**config.mk**
```make
export PLATFORM = sky130hd
export DESIGN_NAME = ls259_addr_latch
export DESIGN_NICKNAME = d
export VERILOG_FILES = /design/src/rtl/ls_pkg.sv /design/src/rtl/ls_dec3to8.sv /design/src/rtl/ls259_addr_latch.sv
export SDC_FILE = /design/constraint.sdc
export NUM_CORES = 1
export LEC_CHECK = 0
export CORE_MARGIN = 4
export CORE_UTILIZATION = 40
export DETAILED_ROUTE_END_ITERATION = 6
export PLACE_DENSITY = 0.67
export SETUP_SLACK_MARGIN = 0.05
export SYNTH_ARGS = -nofsm -noshare
export SYNTH_HDL_FRONTEND = slang
export SYNTH_HIERARCHICAL = 1
export SYNTH_SLANG_ARGS = --single-unit
```
**constraint.sdc**
```tcl
create_clock -name clk -period 3.15 [get_ports clk]
set_clock_uncertainty 0.2 [all_clocks]
set_input_delay 0.63 -clock clk [delete_from_list [all_inputs] [get_ports clk]]
set_output_delay 0.63 -clock clk [all_outputs]
set_load 0.05 [all_outputs]
```
**src/rtl/ls_pkg.sv**
```systemverilog
// Shared definitions for the ls259 addressable latch: latch geometry,
// the operating-mode enum and the (G, CLR) mode decode.
package ls_pkg;

  localparam int LATCH_W = 8;
  localparam int ADDR_W  = 3;

  typedef enum logic [1:0] {
    ADDR_LATCH = 2'd0,
    MEMORY     = 2'd1,
    DEMUX      = 2'd2,
    CLEAR      = 2'd3
  } mode_e;

  // Map the active-low enable/clear pair onto an operating mode.
  // Anything that is not a clean 0/1 pattern falls into CLEAR, the safe state.
  function automatic mode_e decode_mode(input logic g, input logic clr);
    mode_e m;
    case ({g, clr})
      2'b01:   m = ADDR_LATCH;
      2'b11:   m = MEMORY;
      2'b00:   m = DEMUX;
      2'b10:   m = CLEAR;
      default: m = CLEAR;
    endcase
    return m;
  endfunction

endpackage

```
**src/rtl/ls_dec3to8.sv**
```systemverilog
// Combinational one-hot 3-to-8 decoder with an active-high enable.
module ls_dec3to8
  import ls_pkg::*;
(
  input  logic               en,
  input  logic [ADDR_W-1:0]  sel,
  output logic [LATCH_W-1:0] onehot
);

  // Drive the selected bit high only while enabled.
  always_comb begin
    onehot = {LATCH_W{1'b0}};
    if (en) begin
      onehot[sel] = 1'b1;
    end else begin
      onehot = {LATCH_W{1'b0}};
    end
  end

endmodule

```
**src/rtl/ls259_addr_latch.sv**
```systemverilog
// 8-bit addressable latch (74x259 behaviour, cycle-quantised).
// Optional input register stage ahead of mode/address decode; outputs are
// always taken straight from the q_r flops.
module ls259_addr_latch
  import ls_pkg::*;
#(
  parameter int IN_REG = 1
) (
  input  logic clk,
  input  logic rst,
  input  logic s0,
  input  logic s1,
  input  logic s2,
  input  logic d,
  input  logic g,    // enable, active-low
  input  logic clr,  // clear, active-low
  output logic q0,
  output logic q1,
  output logic q2,
  output logic q3,
  output logic q4,
  output logic q5,
  output logic q6,
  output logic q7
);

  // Sampled view of the control inputs (registered or direct).
  logic              g_s;
  logic              clr_s;
  logic [ADDR_W-1:0] addr_s;
  logic              d_s;

  mode_e             mode_s;
  logic              wr_en_s;
  logic [LATCH_W-1:0] sel_s;
  logic [LATCH_W-1:0] q_next_s;
  logic [LATCH_W-1:0] q_r;

  if (IN_REG != 0) begin : g_in_reg
    logic              g_r;
    logic              clr_r;
    logic [ADDR_W-1:0] addr_r;
    logic              d_r;

    // Input stage; reset parks it in MEMORY so no stale write follows reset.
    always_ff @(posedge clk) begin
      if (rst) begin
        g_r    <= 1'b1;
        clr_r  <= 1'b1;
        addr_r <= {ADDR_W{1'b0}};
        d_r    <= 1'b0;
      end else begin
        g_r    <= g;
        clr_r  <= clr;
        addr_r <= {s2, s1, s0};
        d_r    <= d;
      end
    end

    assign g_s    = g_r;
    assign clr_s  = clr_r;
    assign addr_s = addr_r;
    assign d_s    = d_r;
  end else begin : g_direct
    assign g_s    = g;
    assign clr_s  = clr;
    assign addr_s = {s2, s1, s0};
    assign d_s    = d;
  end

  assign mode_s  = decode_mode(g_s, clr_s);
  assign wr_en_s = (mode_s == ADDR_LATCH) || (mode_s == DEMUX);

  ls_dec3to8 u_dec (
    .en     (wr_en_s),
    .sel    (addr_s),
    .onehot (sel_s)
  );

  // Next latch contents from the mode table.
  always_comb begin
    q_next_s = q_r;
    case (mode_s)
      ADDR_LATCH: q_next_s = (q_r & ~sel_s) | (sel_s & {LATCH_W{d_s}});
      MEMORY:     q_next_s = q_r;
      DEMUX:      q_next_s = sel_s & {LATCH_W{d_s}};
      CLEAR:      q_next_s = {LATCH_W{1'b0}};
      default:    q_next_s = {LATCH_W{1'b0}};
    endcase
  end

  // Output latch register; reset wins over any pending write.
  always_ff @(posedge clk) begin
    if (rst) begin
      q_r <= {LATCH_W{1'b0}};
    end else begin
      q_r <= q_next_s;
    end
  end

  assign q0 = q_r[0];
  assign q1 = q_r[1];
  assign q2 = q_r[2];
  assign q3 = q_r[3];
  assign q4 = q_r[4];
  assign q5 = q_r[5];
  assign q6 = q_r[6];
  assign q7 = q_r[7];

endmodule

```
==> reports/metrics.cfg, run 1 <==
[outcome]
status = complete, no violations

[cts]
cts_setup_buffers = 0
htreeDepth = 1
clk_latency_ns = 0.27
cts-root-buf = clkbuf_4
cts-resized-gates = 0
cts.reportedPaths.clkPinSlew_ns = 0.08
clock_sinks = 14
cts_inserted_buffers = 3
cts_tree = done
cts_hold_buf = 0
ctsLongestPathBuffers = 2

[floorplan]
dieArea_um2 = 2260
rows = 14
die_h_um = 47.5
core_um2 = 1490
num_io_pins = 16
start_util_pct = 42.0
fp.dieW_um = 47.5

[drt]
wl_per_cell_um = 11.4
via_count = 506
highest_layer = met4
first_pass_iters = 2
wl_met1_um = 464
first_iter_violations = 6
wl_mm = 1.09
detail-route-antenna-nets = 0
vias_per_cell = 5.27
wl_met2_um = 537
drc_errors = 0
wl_met3_um = 80

[min_path]
hold_path_depth = 2
hold_class = reg -> reg

[setup_path]
reg2reg_from = g_in_reg.g_r
path_cells = clkdlybuf4s50_1
worstPathRequired_ns = 2.32
r2r_setup_slack_ns = 1.53
crit_buf_inv = 1
critPathLaunchType = register
path_class = reg -> out
reg2reg_depth = 5
slowest_delay_ns = 0.81
cp.arrival_ns = 1.43
end_kind = output pin
worstPathMaxFanout = 2
slowest_stage = clkdlybuf4s50_1
critPathTopFamily = buffers and inverters

[grt]
grt_pass1_vias = 415
grt_use_total_pct = 11.7
antenna_found_initial = 0
grt_pass1_wl_mm = 1.81
grt_max_degree = 17
overflow = 0

[cells_and_area]
final-seq-area_um2 = 280
diodes = 0
drive_gt1_share_pct = 16.3
stdcell_count = 96
layout_commonest_cell = clkdlybuf4s50_1
fill_cells = 141
multi_input_area_um2 = 274
syn_to_final_growth_pct = 27.8
fin_nets = 89
final_cell_mix = clkdlybuf4s50_1 (15), dfxtp_1 (14)
fin_util_pct = 53.7
fin_area_um2 = 800

[synthesis]
ys_seq_elements = 14
synth_area_um2 = 626
yosysUniqueCellTypes = 14
synth_nets = 73
yosysSeqAreaShare_pct = 44.8
syn_inst = 65
avgSynthCellArea_um2 = 9.62
yosysWarnings = 6

[sta]
worstMarginPinSlew_ns = 0.499
hold_viol_final = 0
max_freq_mhz = 443
setup_viol = 0
period_share_pct = 71.7
final.setup.tns_ns = 0
maxSlewViolCount = 0
finalCriticalPeriod_ns = 2.26
rsz0062_at_grt = no
slew-limit-headroom_pct = 66.6

[pwr]
ir_drop_uv = 196
cellPowerDensity_nw_per_um2 = 420
leakagePower_nw = 0.261

[placement]
dp_hpwl_um = 823
gp_congestion = 0.673
io_buffers = 15
dp_cells = 92
place_area_um2 = 763

[job]
drv_cap = 0

[worst reg2reg max path, delay by kind of cell, from the launching register on]
family                 cells  cell delay (ns)
buffers and inverters      2             0.24
AND/OR/NAND/NOR            1             0.28
AO/OA/AOI/OAI              2             0.26
flip-flops                 1             0.57
[routing by layer]
layer  vias up  track usage (%)
met4         0             4.84
met3         2             4.51
met5         -                0
met1       225             13.9
li1        263                -
met2        16             19.0
[worst max-delay path by stage]
stage	from	cells past startpoint	slack (ns)	end
2_1_floorplan	register	0	1.72	q0
3_3_place_gp	register	1	1.21	q3
3_5_place_dp	register	1	1.19	q2
4_1_cts	register	1	0.88	q2
5_1_grt	register	1	0.84	q2
6_report	register	1	0.89	q2
[synth_stat cells]
library cell | count | area, µm²
and4bb_2 | 3 | 37.5
buf_2 | 2 | 10.0
nor4b_2 | 1 | 15.0
inv_1 | 8 | 30.0
a21oi_1 | 8 | 40.0
and4_2 | 1 | 10.0
and4b_2 | 3 | 33.8
dfxtp_1 | 14 | 280
nor2b_1 | 4 | 25.0
o211ai_1 | 8 | 60.1
nand3_1 | 8 | 40.0
clkinv_4 | 1 | 8.76
buf_6 | 2 | 22.5
or2_1 | 2 | 12.5
[metrics by stage]
stage | setup slack, ns | hold slack, ns | total power, mW
floorplan | 1.72 | 0.391 | 0.206
global placement | 1.21 | 0.276 | 0.215
detailed placement | 1.19 | 0.283 | 0.216
CTS | 0.878 | 0.294 | 0.341
global route | 0.845 | 0.317 | 0.349
finish | 0.891 | 0.288 | 0.336
[cell type report]
type / count / area share [%]
Clock buffer: 4 / 4.54
Multi-Input combinational cell: 38 / 34.3
Tap cell: 16 / 2.50
Timing Repair Buffer: 15 / 18.8
Sequential cell: 14 / 35.1
Inverter: 9 / 4.85
[kinds of logic after synthesis]
| logic type | count (synthesis) | synth area share, % |
|---|---|---|
| AO/OA/AOI/OAI | 16 | 16.0 |
| buffers and inverters | 13 | 11.4 |
| flip-flops | 14 | 44.8 |
| AND/OR/NAND/NOR | 22 | 27.8 |
[power by group]
part | internal (mW) | switching, mW
Clock | 0.0703 | 0.0546
Combinational | 0.0131 | 0.00799
Sequential | 0.181 | 0.00890
Note: power is estimated with default switching activity, not from simulation.
==> inputs of run 2 (changes only) <==
--- a/config.mk
+++ b/config.mk
@@ -8,7 +8,7 @@
 export CORE_MARGIN = 4
 export CORE_UTILIZATION = 40
 export DETAILED_ROUTE_END_ITERATION = 6
-export PLACE_DENSITY = 0.67
+export PLACE_DENSITY = 0.7
 export SETUP_SLACK_MARGIN = 0.05
 export SYNTH_ARGS = -nofsm -noshare
 export SYNTH_HDL_FRONTEND = slang
==> constraint.sdc (replaced) <==
create_clock -name clk -period 2 [get_ports clk]
set_clock_uncertainty 0.2 [all_clocks]
set_input_delay 0.4 -clock clk [delete_from_list [all_inputs] [get_ports clk]]
set_output_delay 0.4 -clock clk [all_outputs]
set_load 0.05 [all_outputs]
==> reports/metrics.cfg, run 2 (synthesis results as in run 1) <==
[cts]
ctsLongestPathBuffers = 2
cts_setup_buffers = 0
cts_tree = done
cts-resized-gates = 0
cts_inserted_buffers = 3
clock_sinks = 14
cts_hold_buf = 0
htreeDepth = 1
cts.reportedPaths.clkPinSlew_ns = 0.08
cts-root-buf = clkbuf_4
clk_latency_ns = 0.28

[floorplan]
start_util_pct = 42.0
num_io_pins = 16
dieArea_um2 = 2260
rows = 14
die_h_um = 47.5
core_um2 = 1490
fp.dieW_um = 47.5

[setup_path]
reg2reg_depth = 4
cp.arrival_ns = 0.83
path_cells = buf_4
reg2reg_from = addr_s[2]
crit_buf_inv = 1
critPathTopFamily = flip-flops
worstPathRequired_ns = 1.40
critPathLaunchType = register
worstPathMaxFanout = 2
slowest_delay_ns = 0.35
path_class = reg -> out
crit_cells = 1
end_kind = output pin
slowest_stage = dfxtp_1

[min_path]
hold_class = reg -> reg
hold_path_depth = 2

[drt]
wl_met2_um = 490
drc_errors = 0
vias_per_cell = 5.41
via_count = 525
wl_mm = 1.07
wl_met3_um = 87
highest_layer = met4
wl_per_cell_um = 11.1
wl_met1_um = 488
detail-route-antenna-nets = 0
first_pass_iters = 4
first_iter_violations = 9

[placement]
dp_hpwl_um = 759
dp_cells = 93
gp_congestion = 0.675
io_buffers = 15

[cells_and_area]
fill_cells = 151
fin_nets = 90
syn_to_final_growth_pct = 25.8
final_cell_mix = dfxtp_1 (14), buf_4 (9)
drive_gt1_share_pct = 27.2
stdcell_count = 97
diodes = 0
layout_commonest_cell = dfxtp_1

[pwr]
swShare_pct = 21.8
power.internal_mw = 0.418
power_frac_comb_pct = 7.0
power.switching_mw = 0.116
cellPowerDensity_nw_per_um2 = 679
clock_power_share_pct = 37.5
ir_drop_uv = 273
p_seq_share_pct = 55.5
leakagePower_nw = 0.282

[sta]
max_freq_mhz = 702
hold_viol_final = 0
setup_viol = 0
maxSlewViolCount = 0
slew-limit-headroom_pct = 69.0
final.setup.tns_ns = 0
worstMarginPinSlew_ns = 0.464
finalCriticalPeriod_ns = 1.43
rsz0062_at_grt = no
period_share_pct = 71.3

[grt]
grt_use_total_pct = 9.95
overflow = 0
grt_max_degree = 17
grt_pass1_vias = 335
antenna_found_initial = 0
grt_pass1_wl_mm = 1.53

[job]
drv_cap = 0

[outcome]
status = complete, no violations

==> run 2: per-layer routing <==
layer,GRT usage (%),vias to the layer above
met4,6.45,0
met2,12.8,18
li1,-,264
met1,13.2,241
met3,4.51,2
met5,0,-
==> run 2: final cells by class <==
type,instances,area [µm²],share of cell area (%)
timing repair buffer,16,138,17.5
multi-input combinational,38,274,34.8
tap,16,20.0,2.54
sequential,14,280,35.6
clock buffer,4,36.3,4.61
inverter,9,38.8,4.93
==> run 2: tightest hold or removal path: stages, from the launching register on <==
cell	delay [ns]
dfxtp_1	0.31
o211ai_1	0.07
a21oi_1	0.06
==> run 2: final timing paths <==
check,to,slack [ns]
worst max-delay path,q1,0.57
worst max register to register,register,0.65
worst min register to register,register,0.29
worst min-delay path,register,0.29
==> run 2: through the flow <==
stage	total power [mW]	instance area (µm²)	hold WS, ns	setup WS, ns	utilization, %
floorplan	0.324	626	0.272	0.689	-
global placement	0.340	751	0.280	0.326	50.4
detailed placement	0.341	751	0.287	0.311	50.4
CTS	0.541	787	0.298	0.566	52.9
global route	0.556	787	0.318	0.532	52.9
finish	0.534	787	0.293	0.575	52.9
==> run 2: power by group through the flow <==
stage	registers, mW	clock network [mW]	logic [mW]
final	0.297	0.200	0.0372
after detailed placement	0.303	0	0.0374
after global routing	0.299	0.217	0.0398
after CTS	0.297	0.206	0.0375
after floorplan	0.298	0	0.0265
after global placement	0.303	0	0.0367
